==> src/rtl/led_frame_scheduler.sv <==
// led_frame_scheduler
//   Sequences one led_driver strand. Holds a double-buffered frame store
//   (front bank is shown, back bank is written by the host), answers the
//   driver's per-LED colour requests from the front bank, paces frames at
//   FRAME_CYCLES and issues the force_reset latch pulse between frames.
//   A committed back bank is swapped in only on entry to the latch pulse,
//   so a frame is never shown half-updated.
//
// Ports
//   clk_in, rst_in          clock, synchronous active-high reset
//   enable_in               run frames; low = finish current frame, park IDLE
//   wr_en/wr_addr/wr_*      host write of {g,r,b} into the back bank
//   commit_in               back bank complete; swap at next frame boundary
//   commit_pending          commit waiting for a frame boundary
//   next_led_request,
//   request_valid           driver colour request
//   green/red/blue_out,
//   color_valid             colour answer (registered, held until next request)
//   force_reset             latch pulse to the driver
//   frame_start             1-cycle pulse when a frame begins streaming
//   frame_overrun           sticky: a frame overran FRAME_CYCLES
module led_frame_scheduler #(
    parameter int NUM_LEDS     = 2,
    parameter int FRAME_CYCLES = 1666666,
    parameter int RESET_CYCLES = 8000,
    parameter int AW           = (NUM_LEDS > 1) ? $clog2(NUM_LEDS) : 1
) (
    input  logic          clk_in,
    input  logic          rst_in,
    input  logic          enable_in,
    input  logic          wr_en,
    input  logic [AW-1:0] wr_addr,
    input  logic [7:0]    wr_green,
    input  logic [7:0]    wr_red,
    input  logic [7:0]    wr_blue,
    input  logic          commit_in,
    output logic          commit_pending,
    input  logic [AW-1:0] next_led_request,
    input  logic          request_valid,
    output logic [7:0]    green_out,
    output logic [7:0]    red_out,
    output logic [7:0]    blue_out,
    output logic          color_valid,
    output logic          force_reset,
    output logic          frame_start,
    output logic          frame_overrun
);

    localparam int TW = (FRAME_CYCLES > 1) ? $clog2(FRAME_CYCLES) : 1;
    localparam int RW = (RESET_CYCLES > 1) ? $clog2(RESET_CYCLES) : 1;
    localparam logic [TW-1:0] T_LAST   = TW'(FRAME_CYCLES - 1);
    localparam logic [RW-1:0] R_LAST   = RW'(RESET_CYCLES - 1);
    localparam logic [AW-1:0] LED_LAST = AW'(NUM_LEDS - 1);
    localparam logic [AW:0]   LED_NUM  = (AW+1)'(NUM_LEDS);

    typedef enum logic [1:0] {IDLE, RESET, STREAM, HOLD} state_e;

    state_e        state_q, state_d;
    logic [TW-1:0] timer_q, timer_d;
    logic [RW-1:0] rcnt_q, rcnt_d;
    logic          front_q, front_d;
    logic          pending_q, pending_d;
    logic          reached_q, reached_d;   // timer hit T_LAST during this STREAM
    logic          overrun_q, overrun_d;
    logic          fstart_q, fstart_d;
    logic          cvalid_q, cvalid_d;
    logic [23:0]   color_q, color_d;
    logic [1:0][NUM_LEDS-1:0][23:0] bank_q;

    logic [23:0]   rd_word;
    logic          last_served;
    logic          enter_reset;

    // Front-bank lookup; out-of-range indices read as black.
    always_comb begin
        rd_word = '0;
        if ({1'b0, next_led_request} < LED_NUM)
            rd_word = bank_q[front_q][next_led_request];
    end

    always_comb begin
        state_d     = state_q;
        timer_d     = timer_q;
        rcnt_d      = rcnt_q;
        front_d     = front_q;
        pending_d   = pending_q | commit_in;
        reached_d   = reached_q;
        overrun_d   = overrun_q;
        fstart_d    = 1'b0;
        color_d     = color_q;
        cvalid_d    = cvalid_q;
        last_served = request_valid && (next_led_request == LED_LAST);

        if (request_valid) begin
            color_d  = rd_word;
            cvalid_d = 1'b1;
        end

        if (state_q != IDLE)
            timer_d = (timer_q == T_LAST) ? '0 : timer_q + TW'(1);

        case (state_q)
            IDLE:   if (enable_in) state_d = RESET;
            RESET: begin
                rcnt_d = rcnt_q + RW'(1);
                if (rcnt_q == R_LAST) begin
                    state_d   = STREAM;
                    fstart_d  = 1'b1;
                    timer_d   = '0;
                    reached_d = 1'b0;
                end
            end
            STREAM: begin
                if (timer_q == T_LAST) reached_d = 1'b1;
                if (last_served) begin
                    // reached_q means the timer already wrapped: the frame
                    // is late, so flag it and relatch without holding.
                    if (reached_q) overrun_d = 1'b1;
                    if (!enable_in)
                        state_d = IDLE;
                    else if (reached_q || (timer_q == T_LAST))
                        state_d = RESET;
                    else
                        state_d = HOLD;
                end
            end
            HOLD:   if (timer_q == T_LAST) state_d = RESET;
            default: state_d = IDLE;
        endcase

        if (state_d == IDLE) timer_d = '0;

        // Latch-pulse entry is the only frame boundary: swap here. A commit
        // arriving on this very edge is folded into the swap.
        enter_reset = (state_d == RESET) && (state_q != RESET);
        if (enter_reset) begin
            rcnt_d    = '0;
            front_d   = front_q ^ (pending_q | commit_in);
            pending_d = 1'b0;
            cvalid_d  = 1'b0;
        end
    end

    always_ff @(posedge clk_in) begin
        if (rst_in) begin
            state_q   <= IDLE;
            timer_q   <= '0;
            rcnt_q    <= '0;
            front_q   <= 1'b0;
            pending_q <= 1'b0;
            reached_q <= 1'b0;
            overrun_q <= 1'b0;
            fstart_q  <= 1'b0;
            cvalid_q  <= 1'b0;
            color_q   <= '0;
        end else begin
            state_q   <= state_d;
            timer_q   <= timer_d;
            rcnt_q    <= rcnt_d;
            front_q   <= front_d;
            pending_q <= pending_d;
            reached_q <= reached_d;
            overrun_q <= overrun_d;
            fstart_q  <= fstart_d;
            cvalid_q  <= cvalid_d;
            color_q   <= color_d;
        end
    end

    // Writes always target the pre-swap back bank, even on the swap edge.
    always_ff @(posedge clk_in) begin
        if (rst_in)
            bank_q <= '0;
        else if (wr_en && ({1'b0, wr_addr} < LED_NUM))
            bank_q[~front_q][wr_addr] <= {wr_green, wr_red, wr_blue};
    end

    assign commit_pending = pending_q;
    assign green_out      = color_q[23:16];
    assign red_out        = color_q[15:8];
    assign blue_out       = color_q[7:0];
    assign color_valid    = cvalid_q;
    assign force_reset    = (state_q == RESET);
    assign frame_start    = fstart_q;
    assign frame_overrun  = overrun_q;

endmodule

==> config.mk <==
export PLATFORM = sky130hd
export DESIGN_NAME = led_frame_scheduler
export DESIGN_NICKNAME = d
export VERILOG_FILES = /design/src/rtl/led_frame_scheduler.sv
export SDC_FILE = /design/constraint.sdc
export NUM_CORES = 1
export LEC_CHECK = 0
export ABC_AREA = 1
export BUFFER_PORTS_ARGS = -buffer_cell sky130_fd_sc_hd__buf_2
export CAP_MARGIN = 10
export CORE_MARGIN = 8
export CORE_UTILIZATION = 54
export CTS_CLUSTER_SIZE = 14
export DETAILED_ROUTE_END_ITERATION = 8
export PLACE_DENSITY = 0.76
export SKIP_LAST_GASP = 1
export SYNTH_ARGS = -nofsm -noshare
export SYNTH_HDL_FRONTEND = slang
export SYNTH_SLANG_ARGS = --single-unit
==> constraint.sdc <==
create_clock -name clk_in -period 1.65 [get_ports clk_in]
set_input_delay 0.2475 -clock clk_in [delete_from_list [all_inputs] [get_ports clk_in]]
set_output_delay 0.2475 -clock clk_in [all_outputs]
set_load 0.02 [all_outputs]
## Word level (Yosys, flattened, before mapping)

Index checks and enable logic that the tools add are counted.

- Bits in registers: 162
- Output and inout bits: 29
- Word-level logic and storage cells: 73

- Add/sub/neg operators: 2
- $lt $le $gt $ge: 6
- Equal/unequal tests: 9
- Mux-type cells: 24
- Bitwise logic cells: 4
- Reduce and logical (&&, ||, !) cells: 14

Operators by type and width:

| operator | number |
|---|---|
| $mux 48 | 3 |
| $bwmux 96 | 1 |
| $mux 21 | 4 |
| $mux 24 | 3 |
| $demux 48 s1 | 1 |
| $demux 24 s1 | 1 |
| $add 21x1->21 const B | 1 |
| $eq 21x21->1 const B | 1 |
| $add 13x1->13 const B | 1 |
| $eq 13x13->1 const B | 1 |
| $mux 2 | 6 |
| $lt 1x2->1 const B | 4 |
| $pmux 2 s4 | 1 |
| $reduce_and 3->1 | 2 |
| $reduce_or 2->1 | 3 |
| $eq 2x1->1 const B | 2 |
| $eq 2x2->1 const B | 2 |
| $logic_and 1x1->1 | 4 |
| $logic_not 2->1 | 2 |
| $ne 2x1->1 const B | 2 |
| $reduce_bool 2->1 | 2 |
| $mux 1 | 3 |
| $ge 1x1->1 const B | 2 |
| $ne 2x2->1 const B | 1 |
| other kinds (5) | 6 |

## Depth between registers and ports, before layout

Gate-level depths: netlist (run 1).

- Word-level depth: 9
- Depth in mapped cells: 14
- Mapped depth without buffers: 13

## Worst setup path before layout (run 1)

No wires, ideal clock.

- Path kind: reg2reg
- Start point: reg state_q[1]
- End point: reg rcnt_q[11]
- Library setup time: 121 ps
- Arrival time: 1693 ps
- Slack: -164 ps
- Cell stages (with the launch flop): 12
- Buffers on the path: 1
- Cells stage by stage: dfxtp_1 -> inv_1 -> ha_1 -> buf_4 -> nand2_1 -> inv_1 -> nand3_1 -> nor2_2 -> nand4_1 -> nor2_1 -> xnor2_1 -> nor2_4

- Longest elaborated chain between the ends: 5

RTL lines:

| item | line | text |
|---|---|---|
| start, declared | 58 | `state_e state_q, state_d;` |
| start signal, assigned | 157 | `state_q <= state_d;` |
| $eq 2x1->1 * | -- |  |
| named net force_reset | 44 | `output logic force_reset,` |
| $pmux 2 s4 | 102 | `case (state_q)` |
| $eq 2x1->1 | 135 | `enter_reset = (state_d == RESET) && (state_q != RESET);` |
| $logic_and 1x1->1 | 135 |  |
| $reduce_or 2->1 (no line) | -- |  |
| end signal, assigned | 159 | `rcnt_q <= rcnt_d;` |
| end, declared | 60 | `logic [RW-1:0] rcnt_q, rcnt_d;` |

The timed path passes the listed nets; every way through them passes the cells marked *.
A chain may end at the register's enable or synchronous reset.

## Final worst setup path (run 1)

- Start point: reg state_q[1]
- End point: reg timer_q[15]

- Longest elaborated chain between the ends: 4

RTL lines:

| item | line | text |
|---|---|---|
| $eq 2x2->1, or another cell as far along | 102 |  |
| $pmux 2 s4 / $mux 21 (equally long branches) | 102, 99 |  |
| $logic_not 2->1 / $mux 21 (equally long branches) | 131, 106 |  |
| $reduce_or 2->1 (no line) / $mux 21 (equally long branches) | -- |  |
| end signal, assigned | 158 | `timer_q <= timer_d;` |
| end, declared | 59 | `logic [TW-1:0] timer_q, timer_d;` |

Parallel ways exist; a longest one is shown, timed or not.

==> results.sh, run 1 <==
export IMPL_status="finished with violations"
export IMPL_violations="setup timing"
export IMPL_row_count=42
export IMPL_fmax_ghz=0.574
export IMPL_synthSimpleGateAreaFrac=0.197
export IMPL_ctsHtreeMaxLevel=4
export IMPL_die_w_um=133
export IMPL_worst_pin_slew_ns=0.541
export IMPL_cts_tree="done"
export IMPL_ant_nets=0
export IMPL_clock_path_buffers=2
export IMPL_critPathKind="flop to flop"
export IMPL_routed_wl_mm=19.4
export IMPL_p_leak_nw=3.75
export IMPL_ys_async_sr_fraction=0
export IMPL_layout_setup_ws_ns=-0.0912
export IMPL_grt_max_degree=74
export IMPL_hold_slack_ns=0.0863
export IMPL_ys_seq_area_frac=0.442
export IMPL_hpwl_mm=11.5
export IMPL_synth_seq_cells=162
export IMPL_drt_first_pass_iters=6
export IMPL_synthesis_nets=1020
export IMPL_cts_hold_buf=0
export IMPL_gp_congestion=0.890
export IMPL_clk_pin_slew_ns=0.06
export IMPL_crit_required_ns=1.96
export IMPL_crit_fanout=5
export IMPL_port_buffers=60
export IMPL_netlist_area_sq_um=7340
export IMPL_synth_compound_area_frac=0.222
export IMPL_reg2reg_from="state_q[1]"
export IMPL_yosysWarnings=0
export IMPL_grt_pass1_vias=6566
export IMPL_fin_setup_tns_ns=-1.62
export IMPL_skew_ns=0.00653
export IMPL_start_kind="flop"
export IMPL_post_drt_wl_per_cell_um=15.3
export IMPL_synthFlopType="dfxtp_1"
export IMPL_gr_total_overflow=0
export IMPL_num_vias=6889
export IMPL_hp_start="rst_in"
export IMPL_areaGrowthSynthToFinish_pct=27.5
export IMPL_drive_gt1_frac=0.283
export IMPL_grt_pass1_wl_mm=29.8
export IMPL_synth_top_family_by_area="compound AO/OA/AOI/OAI gates"
export IMPL_synth_cell_types=38
export IMPL_relSlewSlack=0.639
export IMPL_dieArea_sq_um=17600
export IMPL_reg2reg_to="timer_q[15]"
export IMPL_timing_reg2reg_setup_slack_ns=-0.09
export IMPL_setup_viol=35
export IMPL_drc_errors=0
export IMPL_hold_path_depth=2
export IMPL_finalHoldViolCount=0
export IMPL_cp_end_kind="flop"
export IMPL_cts_made_buffers=17
export IMPL_synth_edf_count=0
export IMPL_maxCapViolCount=0
export IMPL_antenna_found_initial=1
export IMPL_final_nets=1122
export IMPL_routed_via_density=5.42
export IMPL_fp_dieH_um=133
export IMPL_clkSinkCount=162
export IMPL_drv_slew=0
export IMPL_core_area_sq_um=13200
export IMPL_min_to="state_q[1]"
export IMPL_clk_latency_ns=0.43
export IMPL_synthAdderAreaFrac=0.0119
export IMPL_utilization=0.707
export IMPL_initial_utilization=0.554
export IMPL_num_io_pins=61
export IMPL_p_per_area_nw_per_um2=1080
export IMPL_fin_crit_sh=1.06
export IMPL_avgSynthCellArea_sq_um=7.48
export IMPL_cp_arrival_ns=2.06
export IMPL_drt_iter0_drc=632
export IMPL_grtUsageTotal=0.202
export IMPL_clockRootBuffer="clkbuf_16"
export IMPL_post_route_min_period_ns=1.74
export IMPL_power_mw=10.1
export IMPL_hold_path_class="input pin to flop"
export IMPL_ir_drop_uv=929
export IMPL_synthCells=981
export IMPL_synth_mux_area_frac=0
export IMPL_r2r_cells=12
export IMPL_synth_xor_area_share=0.0179
export IMPL_rsz0062_at_grt="true"
-- where the power goes --
part | leakage [nW] | switching (mW) | internal [mW]
combinational | 2.13 | 1.22 | 0.754
sequential | 1.33 | 0.129 | 4.20
clock | 0.280 | 1.54 | 2.30
-- placed cells by master (no fill, tap or decap), types with 8 or more instances in the layout --
cell type | netlist | routed
o21ai_0 | 149 | 148
xor2_1 | 11 | 10
clkbuf_16 | 0 | 19
dfxtp_1 | 162 | 144
nor3_2 | 8 | 10
a21oi_1 | 126 | 124
inv_2 | 5 | 13
nor2_1 | 104 | 87
inv_1 | 129 | 118
nor2_2 | 7 | 12
buf_12 | 1 | 8
nand4_1 | 12 | 12
nand2_2 | 6 | 15
buf_4 | 3 | 68
nand3_1 | 47 | 39
buf_2 | 10 | 60
o211ai_1 | 25 | 25
nand3_2 | 3 | 8
nor2_4 | 13 | 25
dfxtp_2 | 0 | 17
nand2_1 | 68 | 57
-- through the flow --
stage          area (sq um)  worst slack (ns)  std cells
2_1_floorplan          7380           -0.0483        981
3_3_place_gp           8170           -0.0220       1219
4_1_cts                8870          -0.00133       1254
3_5_place_dp           8170           -0.0918       1219
5_1_grt                9360            -0.201       1271
6_report               9360           -0.0912       1271
-- area by class of cell --
type,instances,area (sq um)
Antenna cell,1,2.50
Clock buffer,22,464
Clock inverter,8,105
Fill cell,1047,3880
Inverter,137,533
Multi-Input combinational cell,622,3680
Sequential cell,162,3270
Tap cell,176,220
Timing Repair Buffer,143,1080
-- cell usage after synthesis, types with 3 or more instances --
cell      instances  area (sq um)
ha_1              7          87.6
nand2_1          68           255
buf_2            10          50.1
nor2_2            7          43.8
xor2_1           11          96.3
buf_6             3          33.8
nand2_4           3          33.8
nor2_4           13           146
nor2_1          104           390
nand3_1          47           235
o21ai_1           6          30.0
o21ai_0         149           746
buf_4             3          22.5
dfxtp_1         162          3240
buf_1             5          18.8
nand4_1          12          75.1
nor3_2            8          80.1
clkbuf_1         38           143
or2_2             4          25.0
nand2_2           6          37.5
nand3_2           3          30.0
inv_2             5          18.8
a21oi_1         126           631
nor3_1           11          55.1
inv_1           129           484
xnor2_1           4          35.0
o211ai_1         25           188
-- logic make-up after synthesis --
logic type | count (synthesis)
buf+inv | 197
xor+xnor | 15
fa+ha+maj | 7
flops | 162
simple gates | 290
compound gates | 310
-- worst max-delay path: stages (launching register included) --
cell and delay (ns):
dfxtp_4 0.41, inv_4 0.06, ha_4 0.19, inv_8 0.07, nand2_4 0.05, nor2_4 0.10
nand2_2 0.08, nor2_4 0.10, nand3_2 0.10, nor2_4 0.12, nand2_2 0.07, o211ai_1 0.22
nor2_1 0.06
-- worst max path at each step --
stage,end,slack [ns],startpoint,cells past startpoint
after floorplan,timer_q[15],-0.05,state_q[0],13
after global placement,rcnt_q[10],-0.02,state_q[0],12
after detailed placement,rcnt_q[4],-0.09,state_q[0],12
after CTS,timer_q[15],-0.001,state_q[1],12
after global routing,timer_q[15],-0.20,state_q[1],12
final,timer_q[15],-0.09,state_q[1],12
-- metal layers --
layer / share of wire / routed length (um) / track usage
met2: 0.49 / 9530 / 0.340
met5: 0 / 0 / 0
met1: 0.44 / 8430 / 0.244
met4: 0.024 / 460 / 0.0845
met3: 0.049 / 954 / 0.0462
-- timing repair --
action / 4_1_cts / 5_1_grt
pin swaps: 12 / 27
buffers inserted: 5 / 14
cloned: 0 / 2
gates resized for setup: 22 / 96
hold endpoints to repair: 0 / 0
setup endpoints to repair: 36 / 54
-- sequential cells by signal, indices dropped and copies added, names as in the netlist --
register,cells
commit_pending,1
rcnt_q,13
front_q,1
timer_q,21
state_q,2
reached_q,1
bank_q,96
frame_start,1
color_q,24
frame_overrun,1
color_valid,1
No activity file was read; power rests on OpenSTA's default activity.
==> run 2, diff against run 1 <==
BUFFER_PORTS_ARGS = -buffer_cell sky130_fd_sc_hd__clkbuf_2   (was -buffer_cell sky130_fd_sc_hd__buf_2)
==> run 2 against run 1 <==
- the run still ends with setup timing left
- combinational power down 5%
- sequential power about the same
- wire length decreased by 4.1%
- critical path depth shrank 1
- via count decreased by 2.4%
- power about the same
- highest routed layer unchanged
==> results.sh, run 2 (synthesis results as in run 1) <==
export IMPL_fin_crit_sh=1.06
export IMPL_relSlewSlack=0.632
export IMPL_areaGrowthSynthToFinish_pct=25.6
export IMPL_num_vias=6721
export IMPL_hold_path_depth=3
export IMPL_num_io_pins=61
export IMPL_drv_slew=0
export IMPL_dieArea_sq_um=17600
export IMPL_gp_congestion=0.861
export IMPL_maxCapViolCount=0
export IMPL_path_cells="buf_6 > ha_4 > nand3_2 > o21bai_1 > nand2_2 > nand2_2 > nand2_4 > nand3_4 > nand2_4 > buf_12 > nor3_2"
export IMPL_largest_reg_flops=96
export IMPL_fp_dieH_um=133
export IMPL_p_leak_nw=3.71
export IMPL_routed_via_density=5.30
export IMPL_final_cell_mix="dfxtp_1, o21ai_0, a21oi_1"
export IMPL_cts_hold_buf=0
export IMPL_drt_first_pass_iters=5
export IMPL_n_fill_cell=1009
export IMPL_placed_cells=1222
export IMPL_drt_iter0_drc=549
export IMPL_final_cells=1268
export IMPL_ir_drop_uv=973
export IMPL_timing_reg2reg_setup_slack_ns=-0.11
export IMPL_clock_path_buffers=2
export IMPL_antenna_found_initial=0
export IMPL_post_route_min_period_ns=1.76
export IMPL_grt_pass1_vias=6401
export IMPL_row_count=42
export IMPL_start_kind="flop"
export IMPL_cts_made_buffers=17
export IMPL_ant_nets=0
export IMPL_hpwl_mm=11.5
export IMPL_cp_arrival_ns=2.12
export IMPL_die_w_um=133
export IMPL_routed_wl_mm=18.6
export IMPL_crit_family="simple AND/OR/NAND/NOR gates"
export IMPL_hp_start="wr_blue[0]"
export IMPL_crit_fanout=9
export IMPL_reg2reg_from="state_q[0]"
export IMPL_reg2reg_to="timer_q[13]"
export IMPL_worst_pin_slew_ns=0.551
export IMPL_setup_viol=36
export IMPL_finalHoldViolCount=0
export IMPL_gr_total_overflow=0
export IMPL_hold_slack_ns=0.0810
export IMPL_violations="setup timing"
export IMPL_hold_path_class="input pin to flop"
export IMPL_r2r_cells=11
export IMPL_pre_cts_ws_ns=-0.0992
export IMPL_antenna_cells=0
export IMPL_cts_tree="done"
export IMPL_grt_pass1_wl_mm=29.8
export IMPL_post_drt_wl_per_cell_um=14.7
export IMPL_power_mw=10.1
export IMPL_cp_end_kind="flop"
export IMPL_cp_slowest_cell="dfxtp_4"
export IMPL_largestRegisters="bank_q: 96 flops, color_q: 24 flops, timer_q: 21 flops"
export IMPL_crit_buf_inv=2
export IMPL_grt_max_degree=61
export IMPL_layout_commonest_cell="dfxtp_1"
export IMPL_top_register="bank_q"
export IMPL_rsz0062_at_grt="true"
export IMPL_core_area_sq_um=13200
export IMPL_min_to="bank_q[0]"
export IMPL_crit_required_ns=2.01
export IMPL_ctsHtreeMaxLevel=4
export IMPL_drc_errors=0
export IMPL_slowest_delay_ns=0.38
export IMPL_p_per_area_nw_per_um2=1100
export IMPL_grtUsageTotal=0.202
export IMPL_critPathKind="flop to flop"
export IMPL_clockRootBuffer="clkbuf_16"
export IMPL_status="finished with violations"
export IMPL_skew_ns=0.00812
export IMPL_layout_setup_ws_ns=-0.105
export IMPL_port_buffers=60
export IMPL_drive_gt1_frac=0.262
export IMPL_fmax_ghz=0.570
export IMPL_clk_pin_slew_ns=0.07
export IMPL_clkSinkCount=162
export IMPL_clk_latency_ns=0.43
export IMPL_final_nets=1118
export IMPL_initial_utilization=0.554
-- run 2: changes by cell type in the layout (fill, tap and decap cells not counted), sizes merged --
| cell | previous run | this run |
|---|---|---|
| clkinvlp | 0 | 2 |
| diode | 1 | 0 |
| bufinv | 2 | 1 |
| clkinv | 6 | 3 |
| buf | 141 | 78 |
| clkbuf | 24 | 82 |
| inv | 137 | 142 |
-- run 2: worst min-delay path, stage by stage --
cell and delay [ns]:
clkbuf_2 0.11, nor2_1 0.05, nor2_1 0.08
-- run 2: worst max-delay path by stage --
stage	startpoint	endpoint	cells past startpoint
final	state_q[0]	timer_q[13]	11
after global routing	rcnt_q[0]	timer_q[6]	12
after CTS	state_q[0]	rcnt_q[11]	10
after detailed placement	state_q[0]	timer_q[15]	8
after global placement	state_q[0]	rcnt_q[10]	12
after floorplan	state_q[0]	timer_q[15]	13
-- run 2: power by group --
group,internal (mW),switching [mW],total [mW]
Clock,2.24,1.68,3.92
Sequential,4.20,0.125,4.32
Combinational,0.716,1.18,1.89
Total,7.15,2.98,10.1
-- run 2: layout make-up --
| class | instances | area [sq um] | area share |
|---|---|---|---|
| flip-flops and latches | 162 | 3260 | 0.354 |
| clock buffers | 21 | 470 | 0.0510 |
| well taps | 176 | 220 | 0.0239 |
| repair buffers | 139 | 1020 | 0.111 |
| inverters | 137 | 534 | 0.0579 |
| clock inverters | 11 | 116 | 0.0126 |
| multi-input cells | 622 | 3600 | 0.390 |
-- run 2: layer usage --
metal / share of wire / GRT usage / vias up
met2: 0.50 / 0.335 / 157
met5: 0 / 0 / -
li1: - / - / 3435
met1: 0.44 / 0.248 / 3096
met3: 0.044 / 0.0500 / 33
met4: 0.016 / 0.0738 / 0
-- run 2: repair_timing --
action | CTS | global route
setup buffers | 9 | 4
setup endpoints to repair | 36 | 48
resized for setup | 22 | 64
pin swaps | 8 | 23
cloned | 0 | 1
-- run 2: through the flow --
| step | cell area (sq um) | setup TNS [ns] | util |
|---|---|---|---|
| 6_report | 9220 | -1.96 | 0.696 |
| 3_3_place_gp | 8190 | -0.187 | 0.618 |
| 4_1_cts | 8940 | -0.0473 | 0.675 |
| 2_1_floorplan | 7380 | -0.314 | - |
| 5_1_grt | 9220 | -5.96 | 0.696 |
| 3_5_place_dp | 8190 | -1.81 | 0.618 |
==> run 3, diff against run 2 <==
CAP_MARGIN = 20   (was 10)
SETUP_SLACK_MARGIN = 0.02   (was unset)
==> run 3 against run 2 <==
- combinational power increased by 3%
- critical endpoint is now timer_q[11]
- flip-flop and latch count unchanged
- design area increased by 1.3%
- first-iteration DRC count is 5.8% higher
- global-route usage increased by 0.50 points
- non-clock buffer count increased by 7
- clock power barely moved
- sequential power hardly changed
- critical path depth is 1 higher
- the run still ends with setup timing left
- via count rose by 1.9%
- power increased by 0.63%
- sequential share of layout area fell by 0.44 points
==> results.sh, run 3 (synthesis results as in run 1) <==
export IMPL_cts_tree="done"
export IMPL_crit_fanout=6
export IMPL_clkSinkCount=162
export IMPL_cp_end_kind="flop"
export IMPL_post_route_min_period_ns=1.82
export IMPL_power_share_clock=0.385
export IMPL_post_drt_wl_per_cell_um=14.9
export IMPL_setup_viol=36
export IMPL_num_vias=6851
export IMPL_min_to="bank_q[0]"
export IMPL_status="finished with violations"
export IMPL_fp_dieH_um=133
export IMPL_hold_path_depth=3
export IMPL_largestRegisters="bank_q: 96 flops, color_q: 24 flops, timer_q: 21 flops"
export IMPL_grt_max_degree=61
export IMPL_final_cells=1275
export IMPL_grtUsageTotal=0.207
export IMPL_num_io_pins=61
export IMPL_hpwl_mm=11.5
export IMPL_clk_latency_ns=0.43
export IMPL_drt_first_pass_iters=6
export IMPL_crit_family="simple AND/OR/NAND/NOR gates"
export IMPL_fmax_ghz=0.549
export IMPL_drive_gt1_frac=0.273
export IMPL_ant_nets=0
export IMPL_p_leak_nw=3.74
export IMPL_fin_crit_sh=1.10
export IMPL_cp_arrival_ns=2.17
export IMPL_grt_pass1_wl_mm=30.5
export IMPL_violations="setup timing"
export IMPL_layout_setup_ws_ns=-0.170
export IMPL_ir_drop_uv=974
export IMPL_row_count=42
export IMPL_placed_cells=1222
export IMPL_reg2reg_from="rcnt_q[0]"
export IMPL_cp_slowest_cell="dfxtp_2"
export IMPL_top_register="bank_q"
export IMPL_routed_via_density=5.37
export IMPL_r2r_cells=12
export IMPL_drv_slew=0
export IMPL_port_buffers=60
export IMPL_crit_required_ns=2.00
export IMPL_areaGrowthSynthToFinish_pct=27.2
export IMPL_reg2reg_to="timer_q[11]"
export IMPL_rsz0062_at_grt="true"
export IMPL_crit_buf_inv=1
export IMPL_timing_reg2reg_setup_slack_ns=-0.17
export IMPL_dieArea_sq_um=17600
export IMPL_critPathLaunch="rcnt_q[0]"
export IMPL_path_cells="ha_4 > nand2_2 > nor2_2 > nand3_2 > o21bai_1 > nand2_2 > nand2_2 > nand2_4 > nand3_4 > nand2_8 > clkbuf_16 > nor3_2"
export IMPL_p_int_mw=7.19
export IMPL_drc_errors=0
export IMPL_clock_path_buffers=2
export IMPL_p_comb_frac=0.192
export IMPL_hold_path_class="input pin to flop"
export IMPL_finalHoldViolCount=0
export IMPL_crit_top_cell="nand2_2"
export IMPL_clk_pin_slew_ns=0.07
export IMPL_maxCapViolCount=0
export IMPL_antenna_found_initial=0
export IMPL_largest_reg_flops=96
export IMPL_p_sw_mw=3.01
export IMPL_hp_start="wr_blue[0]"
export IMPL_layout_commonest_cell="dfxtp_1"
export IMPL_clockRootBuffer="clkbuf_16"
export IMPL_start_kind="flop"
export IMPL_relSlewSlack=0.634
export IMPL_final_cell_mix="dfxtp_1, o21ai_0, a21oi_1"
export IMPL_core_area_sq_um=13200
export IMPL_antenna_cells=0
export IMPL_skew_ns=0.00902
export IMPL_gr_total_overflow=0
export IMPL_grt_pass1_vias=6533
export IMPL_drt_iter0_drc=581
export IMPL_seqPwrFrac=0.424
export IMPL_final_nets=1125
export IMPL_power_mw=10.2
export IMPL_swShare=0.295
export IMPL_critPathKind="flop to flop"
export IMPL_gp_congestion=0.861
export IMPL_routed_wl_mm=18.9
export IMPL_slowest_delay_ns=0.37
export IMPL_die_w_um=133
export IMPL_worst_pin_slew_ns=0.549
export IMPL_cts_hold_buf=0
export IMPL_ctsHtreeMaxLevel=4
export IMPL_initial_utilization=0.554
export IMPL_cts_made_buffers=17
export IMPL_p_per_area_nw_per_um2=1090
run 3: tightest hold or removal path, stage by stage:
cell,delay [ns]
clkbuf_2,0.11
nor2_1,0.05
nor2_1,0.08
run 3: power groups by stage:
stage	sequential [mW]	clock (mW)	combinational, mW
after floorplan	4.46	0	1.10
final	4.32	3.92	1.95
after detailed placement	4.40	0	1.72
after CTS	4.32	3.95	1.80
after global routing	4.35	4.13	2.14
after global placement	4.39	0	1.69
run 3: final cells by class:
class / count / area (sq um)
fill: 993 / 3900
multi-input combinational: 622 / 3640
sequential: 162 / 3260
timing repair buffer: 146 / 1100
inverter: 137 / 532
clock buffer: 21 / 470
tap: 176 / 220
clock inverter: 11 / 116
run 3: how the worst max path moves through the flow:
| stage | to | cells past startpoint |
|---|---|---|
| after floorplan | timer_q[15] | 13 |
| after global placement | rcnt_q[10] | 12 |
| after detailed placement | timer_q[15] | 8 |
| after CTS | timer_q[8] | 10 |
| after global routing | timer_q[11] | 12 |
| final | timer_q[11] | 12 |
run 3: repair_timing:
action / CTS / global route
gates cloned: 0 / 2
gates resized for setup: 32 / 69
endpoints found under the setup margin: 37 / 55
setup buffers: 16 / 3
pin swaps: 19 / 26
hold endpoints to repair: 0 / 0
run 3: routing by layer:
| layer | wire (um) | track usage |
|---|---|---|
| met1 | 8350 | 0.251 |
| met4 | 363 | 0.0808 |
| met5 | 0 | 0 |
| met3 | 912 | 0.0515 |
| met2 | 9320 | 0.345 |
run 3: through the flow:
stage,instance area (sq um),setup slack (ns),TNS (ns),hold slack [ns],utilization
6_report,9340,-0.170,-3.32,0.0838,0.705
5_1_grt,9340,-0.233,-6.44,0.0903,0.705
4_1_cts,9030,0.00248,0,0.0723,0.682
3_5_place_dp,8190,-0.0992,-1.81,0.430,0.618
3_3_place_gp,8190,-0.0204,-0.187,0.427,0.618
2_1_floorplan,7380,-0.0483,-0.314,0.309,-
